**src/rtl/lp_seq_pkg.sv**
```systemverilog
// Shared types and constants for the SSR4-to-SSR6 low-pass filter phase sequencer.
// Latency: n/a (types, constants and a pure helper function only).
// Backpressure: n/a.
package lp_seq_pkg;

    typedef enum logic [1:0] {IDLE, ACQUIRE, FILL, RUN} lp_seq_state_t;

    localparam int PHASE_LEN     = 3;
    localparam int SLIP_CNT_BITS = 8;

    // Advance the 3-clock phase counter: 0,1,2,0,...
    function automatic logic [1:0] phase_next(input logic [1:0] p);
        return (p == 2'(PHASE_LEN - 1)) ? 2'd0 : p + 2'd1;
    endfunction

endpackage

```
**src/rtl/lp_ssr6_sequencer.sv**
```systemverilog
// Global 3-clock phase / clock-enable sequencer for a group of two-thirds-band LP filters.
// Latency: registered outputs, one clock after the inputs that cause them; a sync seen in ACQUIRE gives valid_o FILL_CYCLES+1 clocks later.
// Backpressure: none; run_i low returns to IDLE on the next clock and overrides sync, slip and timeout handling.
//
// Ports: clk_i/rst_n_i (sync active-low reset), run_i enable, sync_i periodic phase-group marker,
//        slip_clr_i clears the slip counter; clk_phase_o/ce_o drive the filters, locked_o/valid_o
//        qualify them, slip_o/slip_count_o report misaligned syncs, timeout_o flags sync loss.
// Optional macro LP_SSR6_SEQ_SYNC_TIMEOUT_EN builds the sync-loss watchdog; otherwise timeout_o is 0.
module lp_ssr6_sequencer
    import lp_seq_pkg::*;
#(
    parameter int FILL_CYCLES  = 16,
    parameter int SYNC_TIMEOUT = 768
) (
    input  logic                     clk_i,
    input  logic                     rst_n_i,
    input  logic                     run_i,
    input  logic                     sync_i,
    input  logic                     slip_clr_i,
    output logic                     clk_phase_o,
    output logic                     ce_o,
    output logic                     locked_o,
    output logic                     valid_o,
    output logic                     slip_o,
    output logic [SLIP_CNT_BITS-1:0] slip_count_o,
    output logic                     timeout_o
);

    localparam logic [7:0]               FILL_LAST  = 8'(FILL_CYCLES - 1);
    localparam logic [1:0]               PHASE_LAST = 2'(PHASE_LEN - 1);
    localparam logic [SLIP_CNT_BITS-1:0] SLIP_MAX   = '1;

    lp_seq_state_t            state_q, state_n;
    logic [1:0]               cnt_q, cnt_n;
    logic [7:0]               fill_q, fill_n;
    logic [SLIP_CNT_BITS-1:0] slip_cnt_n;
    logic                     slip_n;
    logic                     locked_cur, locked_n;
    logic                     slip_det;

`ifdef LP_SSR6_SEQ_SYNC_TIMEOUT_EN
    localparam logic [15:0] TOUT_LIM = 16'(SYNC_TIMEOUT);
    logic [15:0] tcnt_q, tcnt_n;
    logic        timeout_n;
`endif

    assign locked_cur = (state_q == FILL) || (state_q == RUN);
    // Only a sync landing on the last clock of a phase group is aligned.
    assign slip_det   = run_i && sync_i && locked_cur && (cnt_q != PHASE_LAST);
    assign locked_n   = (state_n == FILL) || (state_n == RUN);

    always_comb begin
        state_n    = state_q;
        cnt_n      = cnt_q;
        fill_n     = fill_q;
        slip_cnt_n = slip_count_o;
        slip_n     = 1'b0;
`ifdef LP_SSR6_SEQ_SYNC_TIMEOUT_EN
        timeout_n  = timeout_o;
        tcnt_n     = '0;
`endif
        case (state_q)
            IDLE: begin
                cnt_n  = '0;
                fill_n = '0;
                if (run_i) state_n = ACQUIRE;
            end
            ACQUIRE: begin
                cnt_n  = '0;
                fill_n = '0;
                if (sync_i) begin
                    state_n = FILL;
`ifdef LP_SSR6_SEQ_SYNC_TIMEOUT_EN
                    timeout_n = 1'b0;
`endif
                end
            end
            FILL: begin
                cnt_n  = phase_next(cnt_q);
                fill_n = fill_q + 8'd1;
                if (fill_q == FILL_LAST) state_n = RUN;
            end
            RUN: begin
                cnt_n = phase_next(cnt_q);
            end
            default: state_n = IDLE;
        endcase

`ifdef LP_SSR6_SEQ_SYNC_TIMEOUT_EN
        // Any sync restarts the watchdog, so it can never coincide with a slip.
        if (state_q == RUN && !sync_i) begin
            tcnt_n = tcnt_q + 16'd1;
            if (tcnt_n == TOUT_LIM) begin
                state_n   = ACQUIRE;
                cnt_n     = '0;
                fill_n    = '0;
                timeout_n = 1'b1;
            end
        end
`endif

        // A slip realigns the phase to this sync and refills the pipeline.
        if (slip_det) begin
            state_n = FILL;
            cnt_n   = '0;
            fill_n  = '0;
            slip_n  = 1'b1;
            if (slip_cnt_n != SLIP_MAX) slip_cnt_n = slip_cnt_n + 1'b1;
        end

        if (slip_clr_i) slip_cnt_n = '0;

        if (!run_i) begin
            state_n = IDLE;
            cnt_n   = '0;
            fill_n  = '0;
`ifdef LP_SSR6_SEQ_SYNC_TIMEOUT_EN
            timeout_n = timeout_o;
            tcnt_n    = '0;
`endif
        end
    end

    always_ff @(posedge clk_i) begin
        if (!rst_n_i) begin
            state_q      <= IDLE;
            cnt_q        <= '0;
            fill_q       <= '0;
            slip_count_o <= '0;
            slip_o       <= 1'b0;
            locked_o     <= 1'b0;
            valid_o      <= 1'b0;
            clk_phase_o  <= 1'b0;
            ce_o         <= 1'b0;
        end else begin
            state_q      <= state_n;
            cnt_q        <= cnt_n;
            fill_q       <= fill_n;
            slip_count_o <= slip_cnt_n;
            slip_o       <= slip_n;
            locked_o     <= locked_n;
            valid_o      <= (state_n == RUN);
            clk_phase_o  <= locked_n && (cnt_n == PHASE_LAST);
            ce_o         <= locked_n && (cnt_n != 2'd0);
        end
    end

`ifdef LP_SSR6_SEQ_SYNC_TIMEOUT_EN
    always_ff @(posedge clk_i) begin
        if (!rst_n_i) begin
            tcnt_q    <= '0;
            timeout_o <= 1'b0;
        end else begin
            tcnt_q    <= tcnt_n;
            timeout_o <= timeout_n;
        end
    end
`else
    assign timeout_o = 1'b0;
    logic unused_cfg;
    assign unused_cfg = ^SYNC_TIMEOUT;
`endif

endmodule

```
**config.mk**
```make
export PLATFORM = sky130hd
export DESIGN_NAME = lp_ssr6_sequencer
export DESIGN_NICKNAME = d
export VERILOG_FILES = /design/src/rtl/lp_seq_pkg.sv /design/src/rtl/lp_ssr6_sequencer.sv
export SDC_FILE = /design/constraint.sdc
export NUM_CORES = 1
export LEC_CHECK = 0
export CELL_PAD_IN_SITES_DETAIL_PLACEMENT = 1
export CELL_PAD_IN_SITES_GLOBAL_PLACEMENT = 1
export CORE_MARGIN = 1
export CORE_UTILIZATION = 31
export DETAILED_ROUTE_END_ITERATION = 10
export PLACE_DENSITY = 0.75
export SYNTH_ARGS = -nofsm -noshare
export SYNTH_HDL_FRONTEND = slang
export SYNTH_SLANG_ARGS = --single-unit
export TNS_END_PERCENT = 30
```
**constraint.sdc**
```tcl
create_clock -name clk_i -period 1.45 [get_ports clk_i]
set_input_delay 0.3625 -clock clk_i [delete_from_list [all_inputs] [get_ports clk_i]]
set_output_delay 0.3625 -clock clk_i [all_outputs]
set_load 0.01 [all_outputs]
```
==> metrics <==
placed insts 192; top cell type's share of synthesized area between 40% and 50%; Pint approximately 820 µW; vias per cell 4.82; hold depth 2; final antenna-violating net count 0; Sinks on Clock Net 25; number of CTS-inserted buffers 3; top post-synthesis cells by count dfxtp_1 (25), nor2_1 (16), nand3_1 (7); worst-margin pin slew between 0.5 and 0.6 ns; MaxCap Viol Count 0; largest net degree at the start of global routing 14; initial DRC count 15; most frequent cell after synthesis dfxtp_1; total gr overflow 0; Fill cells 364; clk_lat worst skew 0.33 ns; vias in the first global route 973; Synth Area in Compound Gates about a tenth; Layout area overhead 45.3%; cell area after layout around 0.0015 mm²; adder-cell share of the synthesized area under 10%; Synth area leaders dfxtp_1 (48%), nor2_1 (5.7%), xor2_1 (5.0%), nand3_1 (3.3%), o311ai_0 (2.5%); multiplexer share of the synthesized area less than 1%; post-synth top area cell dfxtp_1; Core ar. ~0.0031 mm²; critical path class flip-flop to flip-flop; period utilisation layout 107%; Startpoint Class flip-flop; Total Die Area approximately 0.0036 mm²; Critical Path Max Stage Delay 0.46 ns; Die H approximately 60 µm; minimum clock period after layout roughly 1.6 ns; Synth Flop Type dfxtp_1; Setup TNS Final -0.405 ns; first-pass GRT wire length approximately 4.4 mm; clk_skew ~0.016 ns; Synth async-reset ratio 0%; Sw Ratio around 23%; total wire length 2.74 mm; Post-Syn Area per Cell roughly 9 µm²; Combinational Power Share 4.9%; FP Rows 20; Seq/Total Area, Yosys approximately 48%; Max Buffers Root-to-Sink 2; Final WS setup -0.107 ns; initial antenna violation count 0; synth warn 0; worst vdd ir ~0.00063 V; WL per Instance between 10 and 15 µm; GPL Wtd Cong between 0.7 and 0.8; DPL Wire Length approximately 2.0 mm; Pleak 0.000600 µW; Detailed Routing Iterations Pass 1 3; CP max FO 3; Synth Area in Simple Gates 28.8%; pwr dens 700 mW/mm²; worst slack at placement -0.673 ns; clk root buf clkbuf_4; Fmax 642 MHz; IO buf count 17; Critical Path RT ~1.7 ns; register share of total power about 65%; post-synthesis xor/xnor area fraction 5.86%; CP max-delay cell or4_4; Post-synth EDFFs 0; # nets final between 150 and 200; CP Capture Type flip-flop; Rel. slew slack a little over 60%; Worst R2R Path Depth 6; syn_nets about 120; starting density of the core between 30% and 40%; worst hold slack ~0.51 ns; clk slew on worst S/H paths 0.15 ns; max-slew violation count 0; gr usage total between 10% and 20%; non-filler cells, final 196; CTS tree yes; layout cells sized above 1 around 33%; die width 60.1 µm; Sw Pwr ~250 µW; Final Hold Vio Count 0; H-tree levels 1; endpoints failing setup 6; IO Pins 19; placed inst area ~0.0014 mm²; DR vias around 950; Hold Crit Class flip-flop to flip-flop; number of synthesized register bits 25; Post-Synthesis Cells ~120; DRC errors left 0; CP cell instances ha_4, nand3_2, or4_4, buf_4, nand2b_1, a21oi_2; status finished with violations; Arr. time, crit path around 1.8 ns; largest family of logic cells by synthesized area simple AND/OR/NAND/NOR gates; clock share of power a little over 30%; failing checks setup timing; Diodes inserted 0; Synth Cell Area roughly 0.0010 mm²; synth unique cells 33; RSZ-0062 raised after global routing true
-- area by class of cell --
cell class / count / area (µm²) / area share [%]
tap: 44 / 55.1 / 3.62
sequential: 25 / 520 / 34.2
clock buffer: 4 / 26.3 / 1.73
timing repair buffer: 36 / 284 / 18.7
inverter: 4 / 15.0 / 0.988
multi-input combinational: 83 / 619 / 40.7
-- power by group through the flow --
stage          Sequential (µW)  Combinational [µW]  Clock (µW)
2_1_floorplan              704                22.6           0
3_3_place_gp               707                47.7           0
3_5_place_dp               707                49.5           0
4_1_cts                    690                49.3         325
5_1_grt                    692                55.4         350
6_report                   690                51.8         322
-- layer usage --
| metal | wire length [µm] | share of wire [%] | track usage (%) | vias to the layer above |
|---|---|---|---|---|
| met3 | 101 | 3.7 | 4.76 | 4 |
| li1 | - | - | - | 482 |
| met1 | 1330 | 48 | 20.6 | 438 |
| met4 | 39 | 1.4 | 6.31 | 0 |
| met2 | 1270 | 46 | 27.1 | 21 |
| met5 | 0 | 0 | 0 | - |
-- final timing paths --
path	start	to	slack, ns
worst min register to register	cnt_q[1]$_SDFF_PN0_	cnt_q[0]$_SDFF_PN0_	0.51
worst max-delay path	slip_count_o[0]$_SDFFE_PP0P_	slip_count_o[4]$_SDFFE_PP0P_	-0.11
worst min-delay path	cnt_q[1]$_SDFF_PN0_	cnt_q[0]$_SDFF_PN0_	0.51
worst max register to register	slip_count_o[0]$_SDFFE_PP0P_	slip_count_o[4]$_SDFFE_PP0P_	-0.11
-- registers in the layout, indices dropped and copies added (netlist names) --
name and count:
ce_o 1, slip_o 1, locked_o 1, clk_phase_o 1, fill_q 8, slip_count_o 8, state_q 2, valid_o 1
cnt_q 2
-- kinds of logic (layout without fill, tap and decap cells) --
logic type	Yosys count	after routing
fa+ha+maj	2	2
other cells	1	1
buf+inv	8	44
simple gates	55	55
xor+xnor	7	7
mux	1	1
flops	25	25
compound gates	17	17
-- repair_timing --
item | 4_1_cts | 5_1_grt
setup buffers | 0 | 0
pin swaps | 2 | 5
gates resized for setup | 35 | 13
setup endpoints to repair | 21 | 10
hold buffers | 0 | 0
-- per-stage QoR --
stage / total power [µW] / utilization [%]
2_1_floorplan: 727 / -
3_3_place_gp: 755 / 45.4
3_5_place_dp: 757 / 45.4
4_1_cts: 1060 / 47.4
5_1_grt: 1100 / 48.6
6_report: 1060 / 48.6
-- cells in the final DEF (no fill, tap or decap), types with 5 or more instances in the layout --
cell type	count
buf_4	19
dfxtp_1	15
dfxtp_2	7
dlygate4sd2_1	11
nand3_1	6
nor2_1	15
o21ai_0	5
xor2_1	6
-- worst max-delay path, delay by kind of cell (launching register included) --
family | cells | cell delay (ns)
and+or+nand+nor | 3 | 0.70
AOI/OAI and AO/OA | 1 | 0.13
adders and majority gates | 1 | 0.14
buffers and inverters | 1 | 0.16
DFF | 1 | 0.39
Power figures use the tool's default switching activity.
